### src/rtl/npu_feed_skew.sv
// Buffers an N x N operand matrix from a row-per-beat valid/ready stream, then
// clears the NPU and feeds it the matrix with diagonal (systolic) skew.
module npu_feed_skew #(
  parameter int N         = 4,
  parameter int W         = 16,
  parameter int DRAIN_MAX = 16
) (
  input  logic         clk,
  input  logic         rst,
  input  logic         in_valid,
  output logic         in_ready,
  input  logic [W-1:0] in_row [N],
  output logic         npu_rst,
  output logic         npu_enable,
  output logic [W-1:0] npu_in [N],
  input  logic         npu_done,
  output logic         busy,
  output logic         frame_done,
  output logic         err
);

  localparam int AW = (N > 1) ? $clog2(N) : 1;
  localparam int RW = $clog2(N + 1);
  localparam int FW = $clog2(2 * N);
  localparam int DW = $clog2(DRAIN_MAX + 1);

  typedef enum logic [2:0] {
    S_IDLE,
    S_LOAD,
    S_CLEAR,
    S_FEED,
    S_DRAIN
  } state_t;

  state_t        state_q, state_d;
  logic [RW-1:0] row_cnt_q, row_cnt_d;
  logic [FW-1:0] feed_cnt_q, feed_cnt_d;
  logic [DW-1:0] drain_cnt_q, drain_cnt_d;
  logic          err_q, err_d;
  logic          frame_done_q, frame_done_d;
  logic [W-1:0]  mat_q [N][N];
  logic [W-1:0]  mat_d [N][N];

  always_comb begin
    state_d      = state_q;
    row_cnt_d    = row_cnt_q;
    feed_cnt_d   = feed_cnt_q;
    drain_cnt_d  = drain_cnt_q;
    err_d        = err_q;
    frame_done_d = 1'b0;
    mat_d        = mat_q;
    case (state_q)
      S_IDLE: begin
        if (in_valid) begin
          mat_d[0]  = in_row;
          row_cnt_d = RW'(1);
          err_d     = 1'b0;
          state_d   = S_LOAD;
        end
      end
      S_LOAD: begin
        if (in_valid) begin
          mat_d[AW'(row_cnt_q)] = in_row;
          row_cnt_d             = row_cnt_q + RW'(1);
          if (row_cnt_q == RW'(N - 1)) state_d = S_CLEAR;
        end
      end
      S_CLEAR: begin
        if (npu_done) err_d = 1'b1;
        feed_cnt_d = '0;
        state_d    = S_FEED;
      end
      S_FEED: begin
        if (npu_done) err_d = 1'b1;
        if (feed_cnt_q == FW'(2 * N - 2)) begin
          drain_cnt_d = '0;
          state_d     = S_DRAIN;
        end else begin
          feed_cnt_d = feed_cnt_q + FW'(1);
        end
      end
      S_DRAIN: begin
        if (npu_done) begin
          frame_done_d = 1'b1;
          state_d      = S_IDLE;
        end else if (drain_cnt_q == DW'(DRAIN_MAX - 1)) begin
          err_d        = 1'b1;
          frame_done_d = 1'b1;
          state_d      = S_IDLE;
        end else begin
          drain_cnt_d = drain_cnt_q + DW'(1);
        end
      end
      default: state_d = S_IDLE;
    endcase
  end

  always_ff @(posedge clk or negedge rst) begin
    if (!rst) begin
      state_q      <= S_IDLE;
      row_cnt_q    <= '0;
      feed_cnt_q   <= '0;
      drain_cnt_q  <= '0;
      err_q        <= 1'b0;
      frame_done_q <= 1'b0;
    end else begin
      state_q      <= state_d;
      row_cnt_q    <= row_cnt_d;
      feed_cnt_q   <= feed_cnt_d;
      drain_cnt_q  <= drain_cnt_d;
      err_q        <= err_d;
      frame_done_q <= frame_done_d;
    end
  end

  // Matrix storage needs no reset; it is fully rewritten before every feed.
  always_ff @(posedge clk) begin
    mat_q <= mat_d;
  end

  // The reset input gates the handshake and NPU clear so both hold their
  // reset values while rst is low, not only after the next edge.
  assign in_ready   = rst && ((state_q == S_IDLE) || (state_q == S_LOAD));
  assign npu_rst    = rst && (state_q != S_CLEAR);
  assign npu_enable = (state_q == S_FEED) || (state_q == S_DRAIN);
  assign busy       = (state_q != S_IDLE);
  assign frame_done = frame_done_q;
  assign err        = err_q;

  // Lane i sees row (feed_cnt - i), column i: one anti-diagonal per cycle.
  for (genvar i = 0; i < N; i++) begin : g_lane
    logic [FW-1:0] diag;
    assign diag      = feed_cnt_q - FW'(i);
    assign npu_in[i] = ((state_q == S_FEED) && (feed_cnt_q >= FW'(i)) && (diag < FW'(N)))
                       ? mat_q[AW'(diag)][i] : '0;
  end

endmodule

### config.mk
export PLATFORM = sky130hd
export DESIGN_NAME = npu_feed_skew
export DESIGN_NICKNAME = d
export VERILOG_FILES = /design/src/rtl/npu_feed_skew.sv
export SDC_FILE = /design/constraint.sdc
export NUM_CORES = 1
export LEC_CHECK = 0
export BUFFER_PORTS_ARGS = -buffer_cell sky130_fd_sc_hd__buf_2
export CAP_MARGIN = 10
export CORE_MARGIN = 2
export CORE_UTILIZATION = 58
export DETAILED_ROUTE_END_ITERATION = 8
export PLACE_DENSITY = 0.77
export SYNTH_ARGS = -nofsm -noshare
export SYNTH_HDL_FRONTEND = slang
export SYNTH_SLANG_ARGS = --single-unit
### constraint.sdc
create_clock -name clk -period 6.4 [get_ports clk]
set_input_delay 1.28 -clock clk [delete_from_list [all_inputs] [get_ports clk]]
set_output_delay 1.28 -clock clk [all_outputs]
set_load 0.005 [all_outputs]
# Yosys cells after proc, flatten, opt, wreduce, memory -nomap -nowiden
# Cells that the tools add are included.
# totals
ff_bits,272
inputBits,68
out_inout_bits,70
word_cells,136
# classes
add_sub_neg,6
magnitude_cmp,14
n_eq_ne,18
n_mux,45
bitwise_logic,5
n_reduce_logical,26
# ops
cell,count
64-bit binary-select mux with 2-bit select,4
256-bit bitwise mux,1
256-bit 2-to-1 mux,1
64-bit 2-to-1 mux,4
64-bit demux with 2-bit select,1
64-bit case mux with 2 select lines,1
16-bit 2-to-1 mux,6
48-bit 2-to-1 mux,2
32-bit 2-to-1 mux,2
3-bit 2-to-1 mux,8
"2-bit inequality test, second input constant",8
"3-bit greater-or-equal comparator, second input constant",5
5-bit 2-to-1 mux,3
2-bit inverter with 3-bit output,5
3-bit case mux with 5 select lines,1
"3-bit less-than comparator, second input constant",4
3-bit case mux with 2 select lines,2
1-bit logical AND,11
5-bit case mux with 2 select lines,1
5-bit AND reduction,2
"3-bit by 2-bit == test with 1-bit output, second input constant",3
1-bit 2-to-1 mux,7
"3-bit by 1-bit adder with 3-bit output, second input constant",2
"3-bit == test, second input constant",2
20 further kinds,28

# Longest topological paths before layout
# Gate-level depths: netlist of run 1.
# depth
ltp_word,8
mapped_depth,9
ltp_nobuf,7

# Worst setup path before layout of run 1
# Ideal clock, no wire load.
# synth_timing
path_type,input -> register
from,input in_valid
to,"register mat_q[192] (netlist name), enable pin"
setup_time_ns,0.507
arrival_ns,4.997
required_time_ns,5.893
setup_slack_ns,0.895
path_stages,3
path_buffers,1
cell_sequence,or3b_2 clkbuf_1 a21oi_1
# synth_via
elab_chain_cells,2
word_cells_on_any_way,3
cone_classes,eq/ne: 2; reduce/logical: 1
# synth_rtl
item,line,text
from (decl),10,"input logic in_valid,"
2-bit inequality test (no line),--,
3-bit AND reduction (no line) *,--,
to (signal assigned),118,mat_q <= mat_d;
to (decl),41,logic [W-1:0] mat_q [N][N];
# Every way passes the cells marked *; elsewhere a longest branch is shown, timed or not.
# A chain may end at the register's enable or synchronous reset.

==> reports/qor.json, run 1 <==
{
  "clk_path_buf_depth": 3,
  "routed_wire_length_per_instance_um": 21.06,
  "cts_inserted_buffers": 27,
  "wirelength_mm": 21.75,
  "powerDensity_nw_per_um2": 422.9,
  "drtIter0Drc": 399,
  "grt-ovfl-total": 0,
  "timing.final.setup_violations": 0,
  "critPathMaxFanout": 37,
  "via_count_of_the_first_global_routing_pass": 6139,
  "first_pass_iters": 4,
  "yosysSeqAreaShare_pct": 71.55,
  "timing.critical_path.max_delay_family": "adder cells",
  "critical_path_endpoint_category": "output pin",
  "core_um2": 19270,
  "post-cts-setup-buffers": 0,
  "finalWeightedCongestion": 0.7692,
  "synth_cells": 611,
  "max-cap-violations": 0,
  "cts_tree": "built",
  "finalHoldViolCount": 0,
  "timing_worst_setup_path_type": "reg -> out",
  "leakage_power_summed_over_all_cells_nw": 4.729,
  "clk_transition_reported_paths_ns": 0.06,
  "dp.final_hpwl_mm": 12.61,
  "drc_violations_left": 0,
  "cts_repair_resizes": 0,
  "floorplan.die.height_um": 143.6,
  "setup_repair_after_global_routing_missed_its_margin": "false",
  "ys_warns": 0,
  "fmaxAchievable_ghz": 0.2082,
  "top_usage_layer": "met2",
  "slew_viols_final": 0,
  "hold_path_class": "reg -> reg",
  "postSynthNetCount": 693,
  "io_pins": 138,
  "vias": 5879,
  "h-tree-depth": 1,
  "crit_path_cell_trace": "inv_1 > ha_2 > mux4_2 > nor3b_1 > buf_2",
  "cp.buffers_inverters": 2,
  "slew_headroom_pct": 24.61,
  "grt_first_pass_wirelength_mm": 33.85,
  "clock_tree.root_cell": "sky130_fd_sc_hd__clkbuf_16",
  "r2r_cells": 3,
  "detail_route.vias_per_cell": 5.691,
  "setup-tns-final_ns": 0,
  "area_growth_syn_to_layout_pct": 15.25,
  "dieArea_um2": 20620,
  "grt_max_degree": 65,
  "synth.ff_latch_count": 272,
  "cp.arrival_ns": 3.52,
  "layout.nets": 829,
  "worst_hold_path.num_cells": 2,
  "synth.cell_area_um2": 11300,
  "slowest_stage": "sky130_fd_sc_hd__ha_2",
  "worst_setup_path_start_kind": "register",
  "data_required_time_at_the_worst_endpoint_ns": 5.12,
  "fillerInstances": 1336,
  "status": "completed",
  "period_share_pct": 75.04,
  "cp_slowest_stage_delay_ns": 1.01,
  "vdd_drop_max_mv": 0.2545,
  "global_route.usage.met2_pct": 36.19,
  "floorplan.die.width_um": 143.6,
  "post_synth_num_cell_types": 42,
  "rows": 51,
  "postCtsHoldBufs": 0,
  "start_util_pct": 58.65,
  "number_of_antenna_violations_at_the_first_check_in_global_routing": 2,
  "drt.antenna.violating_nets": 0,
  "grt.total_usage_pct": 21.72,
  "globalRouteMet1Util_pct": 29.60,
  "syn-mean-instance-area_um2": 18.50,
  "final_layout_size_suffix_gt1_share_pct": 33.16,
  "timing.clock.skew_ns": 0.01187,
  "port_buffers": 137,
  "worst_hold_slack_ns": 0.4950,
  "clkLatencyLatePin_ns": 0.53,
  "fin_crit_ns": 4.802,
  "global_route.usage.met3_pct": 4.798,
  "path_depth": 5,
  "max_slew.worst_pin.slew_ns": 1.128,
  "cts_num_sinks": 272
}
worst register-to-register path, delay by kind of cell, from the launching register on:
family,cells,cell delay [ns]
AO/OA/AOI/OAI,1,0.88
buffers and inverters,1,0.56
flip-flops,1,0.55
AND/OR/NAND/NOR,1,0.63
cells by family (layout without fill, tap and decap cells):
group	count (synthesis)	count (layout)	share of synthesized area [%]
fa+ha+maj	14	14	1.550
simple gates	177	177	9.818
compound gates	32	32	1.915
buf+inv	50	205	2.247
flops	272	272	71.55
mux	65	65	12.84
other cells	0	2	0
xor+xnor	1	1	0.07750
worst paths after layout:
| check | startpoint | endpoint | slack [ns] |
|---|---|---|---|
| max | feed_cnt_q[1]$_DFFE_PN0P_ | npu_in[36] | 1.60 |
| min | row_cnt_q[2]$_DFFE_PN0P_ | row_cnt_q[2]$_DFFE_PN0P_ | 0.49 |
| max reg2reg | state_q[1]$_DFFE_PN0P_ | mat_q[242]$_DFFE_PP_ | 3.42 |
| min reg2reg | row_cnt_q[2]$_DFFE_PN0P_ | row_cnt_q[2]$_DFFE_PN0P_ | 0.49 |
| max in group asynchronous | rst | feed_cnt_q[0]$_DFFE_PN0P_ | 5.40 |
| min in group asynchronous | rst | row_cnt_q[1]$_DFFE_PN0P_ | 0.67 |
cell usage in the layout, fill, tap and decap left out, types with 3 or more instances in the layout:
cell                        Yosys  routed
sky130_fd_sc_hd__clkinv_2       0       3
sky130_fd_sc_hd__o21ai_0        4       4
sky130_fd_sc_hd__nor3_1         3       3
sky130_fd_sc_hd__inv_1         15      15
sky130_fd_sc_hd__nor2_1         6       6
sky130_fd_sc_hd__and3_1        19      19
sky130_fd_sc_hd__nand2_1        9       9
sky130_fd_sc_hd__a21oi_1       10       9
sky130_fd_sc_hd__edfxtp_1     256     256
sky130_fd_sc_hd__or3_1          3       3
sky130_fd_sc_hd__and2_4         0       3
sky130_fd_sc_hd__mux4_2        64      64
sky130_fd_sc_hd__ha_1          14      13
sky130_fd_sc_hd__clkbuf_16      0      27
sky130_fd_sc_hd__nor2b_1       35      35
sky130_fd_sc_hd__buf_4          3       5
sky130_fd_sc_hd__nand2b_1       4       4
sky130_fd_sc_hd__nor3b_1       16      16
sky130_fd_sc_hd__clkbuf_1      16       9
sky130_fd_sc_hd__dfrtp_1       16      14
sky130_fd_sc_hd__buf_2          8     137
sky130_fd_sc_hd__and2_1        70      67
sky130_fd_sc_hd__clkinv_1       0       5
sky130_fd_sc_hd__a31oi_1        5       5
sky130_fd_sc_hd__nand3_1        5       4
Yosys cell counts:
library cell	n	share of area (%)
sky130_fd_sc_hd__o22ai_1	1	0.055
sky130_fd_sc_hd__and3_1	19	1.1
sky130_fd_sc_hd__xnor2_1	1	0.077
sky130_fd_sc_hd__nor2b_1	35	1.9
sky130_fd_sc_hd__nand2b_1	4	0.22
sky130_fd_sc_hd__mux4_2	64	13
sky130_fd_sc_hd__nor3_1	3	0.13
sky130_fd_sc_hd__and2_1	70	3.9
sky130_fd_sc_hd__mux2i_1	1	0.089
sky130_fd_sc_hd__a21boi_0	1	0.066
sky130_fd_sc_hd__ha_1	14	1.5
sky130_fd_sc_hd__nand3b_2	1	0.10
sky130_fd_sc_hd__o21ai_0	4	0.18
sky130_fd_sc_hd__a221oi_1	2	0.15
sky130_fd_sc_hd__buf_1	2	0.066
sky130_fd_sc_hd__o221ai_1	1	0.077
sky130_fd_sc_hd__a211oi_1	1	0.066
sky130_fd_sc_hd__buf_6	6	0.60
sky130_fd_sc_hd__o211ai_4	1	0.19
sky130_fd_sc_hd__dfrtp_1	16	3.5
sky130_fd_sc_hd__edfxtp_1	256	68
sky130_fd_sc_hd__buf_2	8	0.35
sky130_fd_sc_hd__nand3b_1	1	0.066
sky130_fd_sc_hd__and3b_1	1	0.077
sky130_fd_sc_hd__o211ai_1	2	0.13
sky130_fd_sc_hd__buf_4	3	0.20
sky130_fd_sc_hd__nor2_1	6	0.20
sky130_fd_sc_hd__nand3_1	5	0.22
sky130_fd_sc_hd__a22oi_1	2	0.13
sky130_fd_sc_hd__or3_4	1	0.10
sky130_fd_sc_hd__nand2_1	9	0.30
sky130_fd_sc_hd__o31ai_1	1	0.066
sky130_fd_sc_hd__or3b_2	1	0.077
sky130_fd_sc_hd__nor3b_1	16	1.1
sky130_fd_sc_hd__a31oi_1	5	0.28
sky130_fd_sc_hd__or4b_4	1	0.12
sky130_fd_sc_hd__a21oi_1	10	0.44
sky130_fd_sc_hd__inv_1	15	0.50
sky130_fd_sc_hd__a22o_1	1	0.077
sky130_fd_sc_hd__nor3b_2	1	0.11
sky130_fd_sc_hd__clkbuf_1	16	0.53
sky130_fd_sc_hd__or3_1	3	0.17
per-layer routing:
layer	part of all wire (%)	up-vias
met4	2.0	2
li1	-	2655
met1	42	3026
met3	6.2	37
met2	50	159
met5	0.060	-
layout make-up:
cell class	instances	area [um^2]	area share (%)
diodes	2	5.005	0.03842
clock buffers	38	737.0	5.657
clock inverters	10	93.84	0.7203
inverters	15	56.30	0.4322
multi-input cells	289	2988	22.94
flip-flops and latches	272	8093	62.12
well taps	265	331.6	2.545
repair buffers	142	723.2	5.551
flip-flops by register name, summed over array words and instances, names as in the netlist:
signal / count
mat_q: 256
drain_cnt_q: 5
feed_cnt_q: 3
row_cnt_q: 3
state_q: 3
err: 1
frame_done: 1
power breakdown:
| part | total, mW | leakage [nW] | switching (mW) | internal, mW |
|---|---|---|---|---|
| registers | 2.65 | 2.55 | 0.199 | 2.45 |
| logic | 1.36 | 1.77 | 0.690 | 0.670 |
| clock network | 1.50 | 0.406 | 0.625 | 0.876 |
metrics by stage:
stage	util, %	instance area [um^2]	total power [mW]	setup WS (ns)	instances
finish	67.60	13030	5.510	1.598	1033
global route	67.59	13030	5.766	1.429	1032
CTS	67.58	13020	5.563	1.525	1031
detailed placement	63.26	12190	4.069	2.090	983
global placement	63.26	12190	4.001	2.129	983
floorplan	-	11300	3.695	0.8954	611
No activity file was read; power rests on OpenSTA's default activity.
==> run 2: changes to the inputs <==
Settings changed: ABC_AREA from default to 1, CORE_UTILIZATION 58 to 52, PLACE_DENSITY 0.77 to 0.72.
Clock period 6.4 ns to 4.3 ns, I/O delays scaled along.
==> reports/qor.json, run 2 <==
{
  "detail_route.vias_per_cell": {"value": 5.259, "change": "-7.6%"},
  "ys_warns": {"value": 0, "change": "unchanged"},
  "yosysSeqAreaShare": {"value": 70.03, "unit": "%", "change": "-1.5 points"},
  "data_required_time_at_the_worst_endpoint": {"value": 3.44, "unit": "ns", "change": "-1.68 ns"},
  "fmaxAchievable_ghz": 0.2475,
  "period_share_pct": 93.95,
  "setup_repair_after_global_routing_missed_its_margin": "false",
  "register_with_the_highest_flop_count": "mat_q",
  "crit_path_cell_trace": "clkinv_2 > buf_4 > buf_4 > nand3_1 > nand3_2 > a21oi_1 > buf_2",
  "synth-edff-count": {"value": 256, "change": "unchanged"},
  "dieArea": {"value": 23420, "unit": "um^2", "change": "+14%"},
  "slew_viols_final": {"value": 0, "change": "unchanged"},
  "postCtsHoldBufs": {"value": 0, "change": "unchanged"},
  "worst_hold_slack": {"value": 0.2632, "unit": "ns", "change": "-0.2318 ns"},
  "h-tree-depth": {"value": 1, "change": "unchanged"},
  "cp_slowest_stage_delay": {"value": 0.77, "unit": "ns", "change": "-0.24 ns"},
  "slowest_stage": "sky130_fd_sc_hd__buf_4",
  "floorplan.die.height": {"value": 153.0, "unit": "um", "change": "+6.6%"},
  "postSynthNetCount": {"value": 1127, "change": "+63%"},
  "dp_slack": {"value": 0.6039, "unit": "ns", "change": "-1.486 ns"},
  "vdd_drop_max": {"value": 0.3845, "unit": "mV", "change": "+51%"},
  "cts_tree": "built",
  "critical_path_endpoint_category": "output pin",
  "largest_register_ff_count": {"value": 256, "change": "unchanged"},
  "post-synth-top-area-fraction": {"value": 66.57, "unit": "%", "change": "-1.4 points"},
  "worst_setup_path_start_kind": "register",
  "floorplan.die.width": {"value": 153.0, "unit": "um", "change": "+6.6%"},
  "vias": {"value": 7768, "change": "+32%"},
  "io_pins": {"value": 138, "change": "unchanged"},
  "status": "completed",
  "grt_max_degree": {"value": 112, "change": "+72%"},
  "via_count_of_the_first_global_routing_pass": {"value": 7627, "change": "+24%"},
  "synth_cells": {"value": 1045, "change": "+71%"},
  "timing_worst_setup_path_type": "reg -> out",
  "leakage_power_summed_over_all_cells": {"value": 5.442, "unit": "nW", "change": "+15%"},
  "setup-tns-final": {"value": 0, "unit": "ns", "change": "unchanged"},
  "fin_ws": {"value": 0.2600, "unit": "ns", "change": "-1.338 ns"},
  "grt-ovfl-total": {"value": 0, "change": "unchanged"},
  "finalWeightedCongestion": {"value": 0.7816, "change": "+1.6%"},
  "timing.clock.skew": {"value": 0.007091, "unit": "ns", "change": "-0.004779 ns"},
  "routed_wire_length_per_instance": {"value": 16.87, "unit": "um", "change": "-20%"},
  "dp.final_hpwl": {"value": 14.53, "unit": "mm", "change": "+15%"},
  "cp.arrival": {"value": 3.18, "unit": "ns", "change": "-0.34 ns"},
  "dominant_cell_type_by_count_on_the_critical_path": "sky130_fd_sc_hd__buf_4",
  "core": {"value": 21820, "unit": "um^2", "change": "+13%"},
  "utilization": {"value": 61.29, "unit": "%", "change": "-6.3 points"},
  "cts_inserted_buffers": {"value": 28, "change": "+3.7%"},
  "port_buffers": {"value": 137, "change": "unchanged"},
  "clock_tree.root_cell": "sky130_fd_sc_hd__clkbuf_16",
  "postSynth.asyncResetShare": {"value": 5.882, "unit": "%", "change": "unchanged"},
  "synth_area_leaders": "sky130_fd_sc_hd__edfxtp_1, sky130_fd_sc_hd__nor2_1, sky130_fd_sc_hd__o21ai_0, sky130_fd_sc_hd__dfrtp_1, sky130_fd_sc_hd__inv_1",
  "area_growth_syn_to_layout_pct": 15.83,
  "cts_num_sinks": {"value": 272, "change": "unchanged"},
  "timing.final.setup_violations": {"value": 0, "change": "unchanged"},
  "synth.cell_area": {"value": 11550, "unit": "um^2", "change": "+2.2%"},
  "synthMostInstantiatedCell": "sky130_fd_sc_hd__nor2_1",
  "layout_top_registers": "mat_q (256), drain_cnt_q (5)",
  "finalHoldViolCount": {"value": 0, "change": "unchanged"},
  "final_cell_mix": "sky130_fd_sc_hd__nor2_1, sky130_fd_sc_hd__edfxtp_1, sky130_fd_sc_hd__buf_2",
  "drtIter0Drc": {"value": 606, "change": "+52%"},
  "synth_top_cells_by_count": "sky130_fd_sc_hd__nor2_1, sky130_fd_sc_hd__edfxtp_1, sky130_fd_sc_hd__o21ai_0, sky130_fd_sc_hd__inv_1, sky130_fd_sc_hd__nand2_1",
  "critPathMaxFanout": {"value": 99, "change": "+170%"},
  "wirelength": {"value": 24.92, "unit": "mm", "change": "+15%"},
  "clk_path_buf_depth": {"value": 3, "change": "unchanged"},
  "layout.cells.most_common": "sky130_fd_sc_hd__nor2_1",
  "first_pass_iters": {"value": 4, "change": "unchanged"},
  "rows": {"value": 54, "change": "+5.9%"},
  "clk_transition_reported_paths": {"value": 0.06, "unit": "ns", "change": "about the same"},
  "grt_first_pass_wirelength": {"value": 39.24, "unit": "mm", "change": "+16%"},
  "slew_headroom": {"value": 37.06, "unit": "%", "change": "+12 points"},
  "max_slew.worst_pin.slew": {"value": 0.9441, "unit": "ns", "change": "-0.1843 ns"},
  "synth.ff_latch_count": {"value": 272, "change": "unchanged"},
  "grt.total_usage": {"value": 20.90, "unit": "%", "change": "-0.82 points"},
  "number_of_antenna_violations_at_the_first_check_in_global_routing": {"value": 5, "change": "+3"},
  "post_synth_num_cell_types": {"value": 29, "change": "-31%"},
  "start_util": {"value": 52.92, "unit": "%", "change": "-5.7 points"},
  "hold_path_class": "in -> async",
  "layout.nets": {"value": 1256, "change": "+52%"},
  "drc_violations_left": {"value": 0, "change": "unchanged"},
  "drt.antenna.violating_nets": {"value": 0, "change": "unchanged"},
  "clkLatencyLatePin": {"value": 0.53, "unit": "ns", "change": "about the same"},
  "syn-mean-instance-area": {"value": 11.05, "unit": "um^2", "change": "-40%"},
  "p_total": {"value": 8.084, "unit": "mW", "change": "+47%"},
  "ys_flop_type": "sky130_fd_sc_hd__edfxtp_1",
  "powerDensity": {"value": 604.3, "unit": "nW/um^2", "change": "+43%"},
  "synth.largest_area_cell": "sky130_fd_sc_hd__edfxtp_1",
  "max-cap-violations": {"value": 0, "change": "unchanged"},
  "fin_crit_ns": 4.040,
  "final_layout_size_suffix_gt1_share": {"value": 17.07, "unit": "%", "change": "-16 points"}
}
## run 2: worst paths after layout
kind / from / to / slack, ns / cells after the start
worst max-delay path: feed_cnt_q[0]$_DFFE_PN0P_ / npu_in[42] / 0.26 / 7
min in group clk: err$_DFFE_PN0P_ / err$_DFFE_PN0P_ / 0.48 / 2
max in group asynchronous: rst / feed_cnt_q[0]$_DFFE_PN0P_ / 3.70 / 1
worst min-delay path: rst / drain_cnt_q[0]$_DFFE_PN0P_ / 0.26 / 1
worst min register to register: err$_DFFE_PN0P_ / err$_DFFE_PN0P_ / 0.48 / 2
worst max register to register: state_q[0]$_DFFE_PN0P_ / mat_q[3]$_DFFE_PP_ / 1.73 / 7
## run 2: power breakdown
group,switching (mW),internal (mW),total [mW]
Sequential,0.147,3.41,3.56
Combinational,1.58,0.648,2.23
Clock,0.947,1.34,2.29
Total,2.68,5.41,8.08
## run 2: cell type report
cell class              count  area [um^2]
diodes                      2        5.005
well taps                 280        350.3
inverters                 104        391.6
fillers                  1720         8447
repair buffers            152        839.6
multi-input cells         616         2824
flip-flops and latches    272         8092
clock inverters            16        126.4
clock buffers              35        748.2
## run 2: logic make-up after synthesis
group | synth area share (%)
AND/OR/NAND/NOR | 13.34
flip-flops | 70.03
AO/OA/AOI/OAI | 9.263
buffers and inverters | 5.775
adder cells (fa/ha/maj) | 1.517
XOR/XNOR | 0.07585
## run 2: what timing repair did
action,in CTS,in global routing
endpoints found under the setup margin,0,16
resized for setup,0,1
setup buffers,0,0
hold endpoints to repair,0,0
## run 2: worst max-delay path, delay by kind of cell, from the launching register on
| family | cells | cell delay (ns) |
|---|---|---|
| flip-flops | 1 | 0.60 |
| buffers and inverters | 4 | 1.31 |
| AO/OA/AOI/OAI | 1 | 0.09 |
| AND/OR/NAND/NOR | 2 | 0.56 |
## run 2: per-layer routing
| layer | GRT usage [%] | share of wire, % |
|---|---|---|
| met5 | 0 | 0.15 |
| met4 | 6.305 | 2.0 |
| met3 | 4.565 | 7.5 |
| met2 | 35.35 | 49 |
| met1 | 27.27 | 42 |
## run 2: stage by stage
| stage | area, um^2 | cells |
|---|---|---|
| floorplan | 11550 | 1045 |
| global placement | 12490 | 1424 |
| detailed placement | 12490 | 1424 |
| CTS | 13370 | 1475 |
| global route | 13370 | 1476 |
| finish | 13380 | 1477 |
